## src/rtl/fifo_pkg.sv

```systemverilog
// Shared definitions for the parametrised synchronous FIFO: default geometry
// and the constant log2 used to size pointers and the occupancy counter.
package fifo_pkg;

   localparam int FIFO_DEF_DATA_W = 32'sd8;
   localparam int FIFO_DEF_DEPTH  = 32'sd16;

   // Ceiling log2, evaluated at elaboration time.
   function automatic int clog2(input int value);
      int result;
      result = 32'sd0;
      for (int i = 32'sd0; i < 32'sd31; i++) begin
         if ((32'sd1 <<< i) < value) begin
            result = i + 32'sd1;
         end
      end
      return result;
   endfunction

endpackage

```

## src/rtl/fifo_mem.sv

```systemverilog
// DEPTH x DATA_W register array: one synchronous write port and one
// synchronous read port whose output register loads only on a read enable.
module fifo_mem
   import fifo_pkg::*;
#(
   parameter  int DATA_W = FIFO_DEF_DATA_W,
   parameter  int DEPTH  = FIFO_DEF_DEPTH,
   localparam int ADDR_W = clog2(DEPTH)
) (
   input  logic              clk,
   input  logic              rst_n,
   input  logic              we,
   input  logic [ADDR_W-1:0] waddr,
   input  logic [DATA_W-1:0] wdata,
   input  logic              re,
   input  logic [ADDR_W-1:0] raddr,
   output logic [DATA_W-1:0] rdata
);

   logic [DATA_W-1:0] mem_r [DEPTH];

   // Storage array; contents are deliberately left unreset.
   always_ff @(posedge clk) begin
      if (we) begin
         mem_r[waddr] <= wdata;
      end
   end

   // Read register holds its last value whenever no read is accepted.
   always_ff @(posedge clk or negedge rst_n) begin
      if (!rst_n) begin
         rdata <= '0;
      end else if (re) begin
         rdata <= mem_r[raddr];
      end
   end

endmodule

```

## src/rtl/fifo_sync_param.sv

```systemverilog
// Single-clock FIFO with occupancy count, programmable almost flags, sticky
// overflow/underflow and a synchronous flush (clr) that outranks wr and rd.
module fifo_sync_param
   import fifo_pkg::*;
#(
   parameter  int DATA_W   = FIFO_DEF_DATA_W,
   parameter  int DEPTH    = FIFO_DEF_DEPTH,
   parameter  int AF_LEVEL = DEPTH - 32'sd2,
   parameter  int AE_LEVEL = 32'sd2,
   localparam int ADDR_W   = clog2(DEPTH)
) (
   input  logic              clk,
   input  logic              rst_n,
   input  logic              clr,
   input  logic              wr,
   input  logic [DATA_W-1:0] din,
   input  logic              rd,
   output logic [DATA_W-1:0] dout,
   output logic              dout_valid,
   output logic              empty,
   output logic              full,
   output logic              almost_empty,
   output logic              almost_full,
   output logic [ADDR_W:0]   count,
   output logic              overflow,
   output logic              underflow
);

   if (DATA_W < 32'sd1 || DEPTH < 32'sd4 || (DEPTH & (DEPTH - 32'sd1)) != 32'sd0 ||
       !(AE_LEVEL < AF_LEVEL && AF_LEVEL <= DEPTH)) begin : g_bad_params
      $error("fifo_sync_param: illegal DATA_W/DEPTH/AF_LEVEL/AE_LEVEL combination");
   end

   localparam logic [ADDR_W:0]   DEPTH_CNT = DEPTH[ADDR_W:0];
   localparam logic [ADDR_W:0]   AF_CNT    = AF_LEVEL[ADDR_W:0];
   localparam logic [ADDR_W:0]   AE_CNT    = AE_LEVEL[ADDR_W:0];
   localparam logic [ADDR_W:0]   CNT_ONE   = {{ADDR_W{1'b0}}, 1'b1};
   localparam logic [ADDR_W-1:0] PTR_ONE   = {{(ADDR_W-1){1'b0}}, 1'b1};

   logic [ADDR_W-1:0] wptr_r;
   logic [ADDR_W-1:0] rptr_r;
   logic [ADDR_W:0]   count_r;
   logic [ADDR_W:0]   count_nxt_s;
   logic              wr_ok_s;
   logic              rd_ok_s;
   logic              full_s;
   logic              empty_s;
   logic              overflow_r;
   logic              underflow_r;
   logic              dout_valid_r;

   // Flags decode only the registered count, never the request inputs.
   assign empty_s      = (count_r == '0);
   assign full_s       = (count_r == DEPTH_CNT);
   assign empty        = empty_s;
   assign full         = full_s;
   assign almost_empty = (count_r <= AE_CNT);
   assign almost_full  = (count_r >= AF_CNT);
   assign count        = count_r;
   assign overflow     = overflow_r;
   assign underflow    = underflow_r;
   assign dout_valid   = dout_valid_r;

   // Request acceptance and occupancy update.
   always_comb begin
      wr_ok_s     = 1'b0;
      rd_ok_s     = 1'b0;
      count_nxt_s = count_r;
      if (clr) begin
         count_nxt_s = '0;
      end else begin
         wr_ok_s = wr && !full_s;
         rd_ok_s = rd && !empty_s;
         case ({wr_ok_s, rd_ok_s})
            2'b10:   count_nxt_s = count_r + CNT_ONE;
            2'b01:   count_nxt_s = count_r - CNT_ONE;
            default: count_nxt_s = count_r;
         endcase
      end
   end

   // Pointers, count, read-valid pulse and sticky error flags.
   always_ff @(posedge clk or negedge rst_n) begin
      if (!rst_n) begin
         wptr_r       <= '0;
         rptr_r       <= '0;
         count_r      <= '0;
         overflow_r   <= 1'b0;
         underflow_r  <= 1'b0;
         dout_valid_r <= 1'b0;
      end else if (clr) begin
         wptr_r       <= '0;
         rptr_r       <= '0;
         count_r      <= '0;
         overflow_r   <= 1'b0;
         underflow_r  <= 1'b0;
         dout_valid_r <= 1'b0;
      end else begin
         count_r      <= count_nxt_s;
         dout_valid_r <= rd_ok_s;
         if (wr_ok_s) begin
            wptr_r <= wptr_r + PTR_ONE;
         end
         if (rd_ok_s) begin
            rptr_r <= rptr_r + PTR_ONE;
         end
         if (wr && full_s) begin
            overflow_r <= 1'b1;
         end
         if (rd && empty_s) begin
            underflow_r <= 1'b1;
         end
      end
   end

   fifo_mem #(
      .DATA_W (DATA_W),
      .DEPTH  (DEPTH)
   ) u_mem (
      .clk   (clk),
      .rst_n (rst_n),
      .we    (wr_ok_s),
      .waddr (wptr_r),
      .wdata (din),
      .re    (rd_ok_s),
      .raddr (rptr_r),
      .rdata (dout)
   );

endmodule

```

## config.mk

```make
export PLATFORM = sky130hd
export DESIGN_NAME = fifo_sync_param
export DESIGN_NICKNAME = d
export VERILOG_FILES = /design/src/rtl/fifo_pkg.sv /design/src/rtl/fifo_mem.sv /design/src/rtl/fifo_sync_param.sv
export SDC_FILE = /design/constraint.sdc
export NUM_CORES = 1
export LEC_CHECK = 0
export ABC_AREA = 0
export BUFFER_PORTS_ARGS = -buffer_cell sky130_fd_sc_hd__buf_2
export CAP_MARGIN = 10
export CORE_AREA = 10 10 137 139
export DETAILED_ROUTE_END_ITERATION = 12
export DIE_AREA = 0 0 147 149
export GPL_TIMING_DRIVEN = 0
export PLACE_DENSITY = 0.53
export SLEW_MARGIN = 5
export SYNTH_ARGS = -nofsm -noshare
export SYNTH_HDL_FRONTEND = slang
export SYNTH_SLANG_ARGS = --single-unit
```

## constraint.sdc

```tcl
create_clock -name clk -period 3.4 [get_ports clk]
set_clock_uncertainty 0.2 [all_clocks]
set_input_delay 0.17 -clock clk [delete_from_list [all_inputs] [get_ports clk]]
set_output_delay 0.17 -clock clk [all_outputs]
set_load 0.01 [all_outputs]
```

# Yosys cells after proc, flatten, opt, wreduce, memory -nomap -nowiden
# Memory sizes are Yosys's and may differ from the RTL's. A register that Yosys moved wholly into a read port is not among the register bits.
# Index checks and enable logic that the tools add are counted.
dict set report totals {
  regBits 16
  ram_bits 128
  in_bits 13
  elab_cells 44
  mem_count 1
}
dict set report op_classes {
  n_addsub 4
  n_lt_le_gt_ge 2
  eq_ne 3
  n_mux 15
  reduce_logical 13
}
# name depth width rd rd_clocked_by_memory_dff write_ports line
set memory_table {}
lappend memory_table {u_mem.mem_r 16 8 1 1 1 fifo_mem.sv:20} ;# logic [DATA_W-1:0] mem_r [DEPTH];
# op n
set op_table {}
lappend op_table {{$mux 4} 4}
lappend op_table {{$pmux 5 s2} 1}
lappend op_table {{$mux 1} 9}
lappend op_table {{$add 4x1->4 const B} 2}
lappend op_table {{$reduce_bool 2->1} 4}
lappend op_table {{$add 5x1->5 const B} 1}
lappend op_table {{$eq 5x5->1 const B} 1}
lappend op_table {{$ge 5x4->1 const B} 1}
lappend op_table {{$le 5x2->1 const B} 1}
lappend op_table {{$logic_not 5->1} 1}
lappend op_table {{$mux 5} 1}
lappend op_table {{$sub 5x1->5 const B} 1}
lappend op_table {{$logic_and 1x1->1} 4}
lappend op_table {{$logic_not 1->1} 3}
lappend op_table {{$reduce_bool 3->1} 1}
lappend op_table {{$eq 2x1->1 const B} 1}
lappend op_table {{$eq 2x2->1 const B} 1}

# Longest topological paths before layout
# Gate-level depths: netlist of run 1.
dict set report logic_depth {
  ltp_word 6
  ltp_mapped 11
  ltp_nobuf 9
}

# Modules after synthesis
# A second synthesis of run 1 with hierarchy kept.
dict set report hier_totals {
  hier_cells 345
  hier_area_um2 6359.8
}
# module instances cells_each area_each_um2 seq_area_each_um2
set by_module_without_submodules {}
lappend by_module_without_submodules {fifo_mem 1 240 5331.4 4043.9}
lappend by_module_without_submodules {fifo_sync_param 1 105 1028.5 400.4}

# Worst setup path before layout of run 1
# Ideal clock, no wire load.
dict set report synth_path {
  path_type {reg-to-reg}
  startpoint {register count_r[1], in the netlist count[1]}
  endpoint {register count_r[4], in the netlist count[4]}
  setup_ns 0.120
  arrival_ns 2.528
  path_slack_ns 0.551
  stages_incl_launch_ff 12
  n_path_buf 2
  synth_period_minus_slack_ns 2.849
  cell_sequence {dfrtp_1 -> buf_6 -> or4_4 -> buf_6 -> o21ai_2 -> nor2_1 -> xnor2_1 -> ha_1 -> o31a_1 -> nor4_1 -> a211oi_1 -> o211a_1}
}
dict set report synth_between {
  elab_chain_len 6
}
# element line
set synth_rtl {}
lappend synth_rtl {{start: declaration} fifo_sync_param.sv:42} ;# logic [ADDR_W:0] count_r;
lappend synth_rtl {{start signal: assignment} fifo_sync_param.sv:99} ;# count_r <= count_nxt_s;
lappend synth_rtl {{$eq 5x5->1 / $logic_not 5->1 (equally long branches)} {fifo_sync_param.sv:54, fifo_sync_param.sv:53}}
lappend synth_rtl {{$logic_not 1->1, on equally long branches} {fifo_sync_param.sv:72, fifo_sync_param.sv:73}}
lappend synth_rtl {{$logic_and 1x1->1, on equally long branches} {fifo_sync_param.sv:72, fifo_sync_param.sv:73}}
lappend synth_rtl {{$eq 2x1->1 / $eq 2x2->1 (equally long branches)} fifo_sync_param.sv:74} ;# case ({wr_ok_s, rd_ok_s})
lappend synth_rtl {{$pmux 5 s2} fifo_sync_param.sv:74}
lappend synth_rtl {{$mux 5} fifo_sync_param.sv:91} ;# end else if (clr) begin
# Parallel ways exist; a longest one is shown, timed or not.
# A chain may end at the register's enable or synchronous reset.

# Worst setup path after layout of run 1
# Ends and elaborated chain as after synthesis.

==> run_results.csv, run 1 <==
group,metric,value,unit
status,outcome,"complete, no violations",
final_layout,area_growth,19.22,%
yosys,synth-async-reset-ratio,15.79,%
yosys,yosysTopAreaCell,"edfxtp_1",
global_routing,grt_overflow,0,
clock_network,cts_buffer_depth,2,
setup_path,startpoint_type,"flip-flop",
yosys,syn_nets,368,
floorplanning,num_rows,47,
floorplanning,core-area,0.01617,mm2
clock_network,cts_setup_buffers,0,
setup_path,endpoint_kind,"flip-flop",
drt,drt_first_iter_violations,256,
global_routing,antenna_found_initial,0,
drt,totalWireLength,13940,um
setup_path,cp_data_required_time,3.51,ns
placement,dp_hpwl,8980,um
sta,slew_headroom,30.21,%
yosys,synth.distinct_cells,52,
placement,place_inst,601,
sta,finalMaxSlewViolations,0,
pwr,leakagePower,0.002614,uW
sta,period_share,91.12,%
global_routing,grt_pass1_wl,22110,um
clock_network,cts.hold.buffers_added,11,
floorplanning,die_area,0.02190,mm2
drt,via_per_inst,5.211,
sta,hold_viol,0,
drt,wl_per_cell,21.65,um
setup_path,crit_fanout,9,
setup_path,cp.arrival,3.21,ns
clock_network,clock-sinks,152,
yosys,synth_common_cells,"128 x edfxtp_1, 32 x mux4_2, 24 x dfrtp_1, 20 x mux2i_1, 17 x nor2_1",
sta,finalCriticalPeriod,3.098,ns
drt,drcViolationCount,0,
placement,gp_congestion,0.7485,
sta,clock.fmax,322.8,MHz
clock_network,h-tree-depth,4,
global_routing,grt_max_degree,25,
drt,dr_total_vias,3356,
yosys,synth.area.top_cells,"edfxtp_1 61%, mux4_2 11%, dfrtp_1 9.5%",
final_layout,final_cells,644,
floorplanning,start_util,39.04,%
pwr,p_per_area,697.1,mW/mm2
placement,placed_area,0.006773,mm2
yosys,syn_inst,348,
sta,whs,0.1257,ns
sta,rsz0062_at_grt,"false",
yosys,synth_top_area_share,60.88,%
final_layout,drive_gt1_share,27.36,%
yosys,synth.yosys.seq_area_share,70.39,%
clock_network,root_buffer,"clkbuf_16",
pwr,peakVddDrop,358.9,uV
clock_network,cts-buffers-inserted,17,
placement,numPortBuffers,32,
drt,ant_nets,0,
yosys,yosys_register_bits,152,
pwr,power,5247,uW
final_layout,design_area,0.007527,mm2
drt,dr.pass1.iters,4,
clock_network,clk_latency,0.42,ns
sta,worst_pin_slew,1.043,ns
min_path,worstHoldPathType,"input pin to async pin",
sta,setup-violations-final,0,
yosys,synth.most_common_cell,"edfxtp_1",
setup_path,critical_path_class,"flip-flop to flip-flop",
yosys,syn_area_per_cell,18.14,um2
yosys,netlist_area,0.006314,mm2
global_routing,grt_usage,13.61,%
run,cap_violations,0,
sta,setup_tns,0,ns
clock_network,cts_tree,"built",
clock_network,cts_resized,0,
floorplanning,die_w,147,um
clock_network,cts.clk_slew.worst_paths,0.06,ns
final_layout,antenna_cells,0,
yosys,synth_edf_count,128,
floorplanning,die_h,149,um
global_routing,grt_pass1_vias,3573,
yosys,yosysWarnings,0,
final_layout,layout.nets,431,
floorplanning,ios,33,
yosys,yosys_most_used_dff,"edfxtp_1",
## logic make-up after synthesis
group	after synthesis	synth area share [%]
simple gates	61	5.252
fa+ha+maj	7	1.387
buf+inv	29	2.220
mux	54	14.94
xor+xnor	6	0.8323
flops	152	70.39
compound gates	39	4.975
## through the flow
| step | setup slack [ns] | utilization [%] |
|---|---|---|
| after detailed placement | 0.3504 | 41.88 |
| after global placement | -0.1671 | 41.73 |
| after floorplan | 0.5513 | - |
| after CTS | 0.3462 | 46.55 |
| final | 0.3018 | 46.55 |
| after global routing | 0.1391 | 46.55 |
## state kept, by name, summed over array words and instances (netlist names)
| name | cells |
|---|---|
| u_mem.mem_r | 128 |
| u_mem.rdata | 8 |
| count | 5 |
| rptr_r | 4 |
| wptr_r | 4 |
| dout_valid | 1 |
| overflow | 1 |
| underflow | 1 |
## path summary, 6_finish.rpt
check	from	depth (start not counted)	slack, ns	to
worst max-delay path	count[1]$_DFFE_PN0P_	11	0.30	count[4]$_DFFE_PN0P_
worst min-delay path	rst_n	2	0.13	count[2]$_DFFE_PN0P_
worst max register to register	count[1]$_DFFE_PN0P_	11	0.30	count[4]$_DFFE_PN0P_
worst min register to register	u_mem.rdata[2]$_DFFE_PN0P_	2	0.29	u_mem.rdata[2]$_DFFE_PN0P_
max in group asynchronous	rst_n	2	2.44	u_mem.rdata[0]$_DFFE_PN0P_
min in group clk	wr	4	0.15	overflow$_DFFE_PN0P_
## worst max-delay path, cell delays in order, from the launching register on
cell and delay [ns]:
dfrtp_1 0.38, buf_6 0.14, or4_4 0.53, buf_6 0.16
o21ai_2 0.23, nor2_1 0.12, xnor2_1 0.14, ha_1 0.22
o31a_1 0.26, nor4_1 0.28, a211oi_1 0.11, o211a_1 0.22
## where the power goes
| part | internal (uW) | switching (uW) | total [uW] |
|---|---|---|---|
| registers | 2130 | 84.9 | 2220 |
| logic | 403 | 568 | 971 |
| clock network | 1330 | 730 | 2060 |
| total | 3860 | 1380 | 5250 |
## layer usage
metal / wire [um] / track usage [%] / vias up
met5: 0 / 0 / -
met4: 67 / 4.609 / 0
met3: 686 / 3.216 / 9
met2: 6660 / 20.70 / 78
met1: 6530 / 18.85 / 1740
li1: - / - / 1529
## layout make-up
cell class	instances	area, um2
clock inverter	11	193.9
sequential	152	4444
fill	1399	8645
inverter	8	30.03
timing repair buffer	44	277.8
multi-input combinational	167	1745
buffer	21	110.1
tap	220	275.3
clock buffer	21	450.4
## placed cells by master, fill, tap and decap left out, types with 3 or more instances in the layout
master and count:
clkbuf_16 17, bufinv_16 5, dfrtp_1 24, and4_1 4, mux2i_1 20, buf_2 39
buf_6 3, a21oi_1 6, nor2_1 17, mux4_2 32, and2_1 9, o211ai_1 3
ha_1 7, edfxtp_1 128, nand3_1 3, clkbuf_1 12, xor2_1 4, o221ai_1 8
nor2b_1 4, nand2_1 10, dlygate4sd3_1 11, inv_1 8
Power figures use the tool's default switching activity.
==> run 2, diff against run 1 <==
--- a/config.mk
+++ b/config.mk
@@ -14,4 +14,5 @@
 export GPL_TIMING_DRIVEN = 0
 export PLACE_DENSITY = 0.53
+export SKIP_LAST_GASP = 1
 export SLEW_MARGIN = 5
 export SYNTH_ARGS = -nofsm -noshare
==> constraint.sdc (replaced) <==
create_clock -name clk -period 3.83 [get_ports clk]
set_clock_uncertainty 0.2 [all_clocks]
set_input_delay 0.766 -clock clk [delete_from_list [all_inputs] [get_ports clk]]
set_output_delay 0.766 -clock clk [all_outputs]
set_load 0.01 [all_outputs]
==> run_results.csv, run 2 (synthesis results as in run 1) <==
group,metric,value,unit
status,outcome,"complete, no violations",
clock_network,cts_buffer_depth,2,
global_routing,grt_pass1_vias,3536,
final_layout,layout.nets,420,
sta,hold_viol,0,
clock_network,cts_tree,"built",
drt,via_per_inst,5.241,
clock_network,cts_setup_buffers,0,
floorplanning,die_area,0.02190,mm2
floorplanning,start_util,39.04,%
sta,finalCriticalPeriod,3.095,ns
clock_network,h-tree-depth,4,
pwr,p_int,3422,uW
sta,setup-violations-final,0,
setup_path,cp.arrival,3.20,ns
drt,ant_nets,0,
final_layout,regArea,0.004444,mm2
final_layout,regMostFlops,"u_mem.mem_r",
clock_network,root_buffer,"clkbuf_16",
sta,slew_headroom,33.40,%
clock_network,cts.clk_slew.worst_paths,0.06,ns
placement,gp_congestion,0.7485,
floorplanning,die_w,147,um
drt,dr_total_vias,3323,
final_layout,fillers,1409,
final_layout,largest_register_ffs,128,
setup_path,critical_path_class,"flip-flop to flip-flop",
sta,rsz0062_at_grt,"false",
pwr,pwr-share-clk,39.3,%
sta,period_share,80.81,%
pwr,netSwitchingFraction,26.31,%
pwr,combPwrFrac,18.3,%
min_path,worstHoldPathType,"input pin to async pin",
run,cap_violations,0,
setup_path,startpoint_type,"flip-flop",
clock_network,cts.hold.buffers_added,0,
clock_network,clk_latency,0.42,ns
final_layout,layout_commonest_cell,"edfxtp_1",
drt,drcViolationCount,0,
sta,finalMaxSlewViolations,0,
final_layout,drive_gt1_share,28.09,%
pwr,switchingPower,1222,uW
sta,clock.fmax,323.1,MHz
floorplanning,die_h,149,um
clock_network,clock-sinks,152,
floorplanning,num_rows,47,
final_layout,layout_common_cells,"128 x edfxtp_1, 39 x buf_2, 32 x mux4_2",
setup_path,crit_path_start,"count[0]$_DFFE_PN0P_",
pwr,leakagePower,0.002568,uW
placement,dp_hpwl,8980,um
placement,placed_area,0.006773,mm2
placement,numPortBuffers,32,
setup_path,reg2reg_from,"count[0]$_DFFE_PN0P_",
drt,drt_first_iter_violations,302,
drt,dr.pass1.iters,5,
global_routing,grt_usage,13.57,%
sta,setup_tns,0,ns
setup_path,max_stage_delay,0.55,ns
floorplanning,core-area,0.01617,mm2
global_routing,grt_pass1_wl,22000,um
setup_path,ff2ff_setup_slack,0.73,ns
drt,totalWireLength,13860,um
setup_path,crit_fanout,10,
clock_network,cts_resized,0,
sta,worst_pin_slew,0.9954,ns
pwr,peakVddDrop,320.7,uV
clock_network,cts-buffers-inserted,17,
setup_path,crit_chain,"or4_4 -> buf_6 -> o21ai_2 -> nor2_1 -> xnor2_1 -> ha_1 -> o31a_1 -> nor4_1 -> a211oi_1 -> o211a_1",
floorplanning,ios,33,
global_routing,grt_overflow,0,
final_layout,multi_input_area,0.001745,mm2
global_routing,antenna_found_initial,1,
setup_path,endpoint_kind,"flip-flop",
setup_path,slowest_stage,"or4_4",
drt,wl_per_cell,21.86,um
setup_path,cp_data_required_time,3.94,ns
global_routing,grt_max_degree,25,
pwr,pwr-share-seq,42.4,%
final_layout,area_growth,17.52,%
pwr,p_per_area,626.0,mW/mm2
final_layout,design_area,0.007420,mm2
## run 2: cell types whose count changed in the layout (fill, tap and decap cells not counted), sizes merged
cell         change
dlygate4sd3     -11
diode            +1
## run 2: area by class of cell
class	count	share of cell area, %
Sequential cell	152	59.90
Multi-Input combinational cell	167	23.52
Clock buffer	21	6.071
Tap cell	220	3.710
Clock inverter	11	2.614
Timing Repair Buffer	33	2.260
Buffer	21	1.484
Inverter	8	0.4047
Antenna cell	1	0.03373
## run 2: per-stage QoR
stage                     cells  hold slack, ns  total power [uW]  setup WS (ns)  util, %
after floorplan             348          0.2704              2559         0.9813        -
after global placement      600          0.2685              2854       -0.02627    41.73
after detailed placement    601          0.2736              2866         0.6618    41.88
after CTS                   633          0.1873              4699         0.7762    45.86
after global routing        633          0.1981              4879         0.5691    45.86
final                       634          0.1784              4644         0.7348    45.88
## run 2: power groups by stage
stage	combinational (uW)	sequential, uW	clock (uW)
6_report	851	1970	1820
5_1_grt	949	1980	1950
4_1_cts	868	1970	1860
3_5_place_dp	863	2000	0
3_3_place_gp	853	2000	0
2_1_floorplan	537	2020	0
## run 2: worst paths after layout
check / endpoint / cells after the start
worst min-delay path: count[2]$_DFFE_PN0P_ / 1
worst min register to register: u_mem.rdata[2]$_DFFE_PN0P_ / 2
min in group clk: u_mem.rdata[2]$_DFFE_PN0P_ / 2
worst max register to register: count[4]$_DFFE_PN0P_ / 10
worst max-delay path: count[4]$_DFFE_PN0P_ / 10
max in group asynchronous: u_mem.rdata[0]$_DFFE_PN0P_ / 1
## run 2: worst max-delay path: cells and delay by family, from the launching register on
family                   cells  cell delay, ns
AO/OA/AOI/OAI                4            0.82
adder cells (fa/ha/maj)      1            0.22
AND/OR/NAND/NOR              3            0.95
buffers and inverters        1            0.16
XOR/XNOR                     1            0.14
flip-flops                   1            0.49
## run 2: layer usage
metal	vias to the layer above	track usage, %	part of all wire [%]
met2	99	20.63	47
li1	1509	-	-
met1	1698	18.67	45
met5	-	0	0
met3	17	3.368	6.6
met4	0	4.609	1.2
==> run 3, diff against run 2 <==
- PLACE_DENSITY: 0.53 -> 0.56
- clock period: 3.83 -> 2.5 ns (I/O delays scaled with it)
==> run_results.csv, run 3 (synthesis results as in run 1) <==
group,metric,value,unit
sta,whs,0.2658,ns
pwr,p_per_area,932.2,mW/mm2
setup_path,endpoint_kind,"flip-flop",
drt,totalWireLength,13840,um
sta,slew_headroom,32.81,%
sta,worst_slack,-0.1447,ns
sta,period_share,105.8,%
drt,drt_first_iter_violations,194,
clock_network,clk_latency,0.42,ns
sta,finalCriticalPeriod,2.645,ns
global_routing,grt_usage,13.06,%
placement,dp_slack,-0.3929,ns
global_routing,grt_overflow,0,
global_routing,grt_max_degree,25,
global_routing,grt_pass1_vias,3524,
sta,rsz0062_at_grt,"true",
final_layout,final_util,46.79,%
floorplanning,die_h,149,um
sta,hold_viol,0,
sta,setup-violations-final,5,
floorplanning,num_rows,47,
placement,dp_hpwl,8856,um
pwr,pwr-share-seq,42.7,%
pwr,pwr-share-clk,35.6,%
clock_network,h-tree-depth,4,
sta,finalMaxSlewViolations,0,
floorplanning,core-area,0.01617,mm2
floorplanning,die_w,147,um
global_routing,antenna_found_initial,0,
drt,drcViolationCount,0,
drt,top_layer,"met4",
pwr,combPwrFrac,21.7,%
sta,worst_pin_slew,1.008,ns
final_layout,layout_commonest_cell,"edfxtp_1",
setup_path,startpoint_type,"flip-flop",
pwr,peakVddDrop,511.9,uV
drt,wl_per_cell,21.46,um
pwr,power,7054,uW
placement,gp_congestion,0.7960,
pwr,netSwitchingFraction,29.29,%
setup_path,cp_data_required_time,2.66,ns
clock_network,cts.clk_slew.worst_paths,0.07,ns
drt,via_per_inst,5.279,
final_layout,largest_register_ffs,128,
drt,dr.pass1.iters,5,
run,cap_violations,0,
setup_path,slowest_stage,"or4_4",
setup_path,cp_top_family,"compound AO/OA/AOI/OAI gates",
final_layout,regMostFlops,"u_mem.mem_r",
floorplanning,start_util,39.04,%
setup_path,crit_fanout,4,
setup_path,cp.arrival,2.80,ns
drt,wl_met3,456,um
setup_path,max_stage_delay,0.55,ns
clock_network,cts_tree,"built",
pwr,switchingPower,2066,uW
sta,setup_tns,-0.4609,ns
drt,ant_nets,0,
final_layout,antenna_cells,0,
clock_network,root_buffer,"clkbuf_16",
global_routing,grt_pass1_wl,21330,um
setup_path,crit_chain,"or4_4 -> o21ai_4 -> nor2_4 -> buf_4 -> ha_1 -> a31o_2 -> a311oi_2 -> o211a_1",
drt,wl_met1,6348,um
floorplanning,die_area,0.02190,mm2
final_layout,area_growth,19.86,%
drt,dr_total_vias,3405,
status,violations,"negative setup slack",
min_path,worstHoldPathType,"input pin to flip-flop",
clock_network,cts-buffers-inserted,17,
final_layout,drive_gt1_share,34.82,%
setup_path,critical_path_class,"flip-flop to flip-flop",
placement,numPortBuffers,32,
sta,clock.fmax,378.1,MHz
floorplanning,ios,33,
drt,wl_met2,6701,um
pwr,leakagePower,0.002628,uW
final_layout,layout.nets,432,
clock_network,clock-sinks,152,
pwr,p_int,4988,uW
clock_network,cts_buffer_depth,2,
setup_path,cp.buffers_inverters,1,
final_layout,layout_common_cells,"128 x edfxtp_1, 40 x buf_2, 32 x mux4_2",
status,outcome,"finished with violations",
-- run 3: final cells by class --
cell class,instances,area (um2)
fillers,1357,8605
flip-flops and latches,152,4447
multi-input cells,167,1841
clock buffers,18,429.2
repair buffers,46,291.5
well taps,220,275.3
clock inverters,14,151.4
plain buffers,20,102.6
inverters,8,30.03
-- run 3: final timing paths --
path,startpoint,to,slack [ns],cells past startpoint
hold reg to reg,overflow$_DFFE_PN0P_,overflow$_DFFE_PN0P_,0.29,2
hold / removal,din[0],u_mem.mem_r[10][0]$_DFFE_PP_,0.27,1
min in group asynchronous,rst_n,count[1]$_DFFE_PN0P_,0.43,2
max in group asynchronous,rst_n,count[3]$_DFFE_PN0P_,1.25,2
setup / recovery,count[0]$_DFFE_PN0P_,count[4]$_DFFE_PN0P_,-0.14,8
setup reg to reg,count[0]$_DFFE_PN0P_,count[4]$_DFFE_PN0P_,-0.14,8
-- run 3: power by group through the flow --
stage	combinational, uW	sequential [uW]	clock [uW]
2_1_floorplan	840	3100	0
3_3_place_gp	1310	3080	0
3_5_place_dp	1330	3080	0
4_1_cts	1400	3010	2550
5_1_grt	1660	3020	2660
6_report	1530	3010	2510
-- run 3: per-stage QoR --
step	std cells	cell area [um2]
final	645	7567
after CTS	640	7453
after global placement	600	6761
after detailed placement	601	6785
after global routing	645	7567
after floorplan	348	6326
-- run 3: per-layer routing --
layer  vias up  global-route usage (%)
li1       1530                       -
met1      1778                   17.15
met2        73                   20.40
met3        24                   2.913
met4         0                   5.897
met5         -                       0
-- run 3: timing repair --
item,in CTS,in global routing
hold buffers,1,0
setup endpoints to repair,107,123
gates resized for setup,11,18
setup buffers,7,5
pin swaps,6,7
endpoints found under the hold margin,24,0
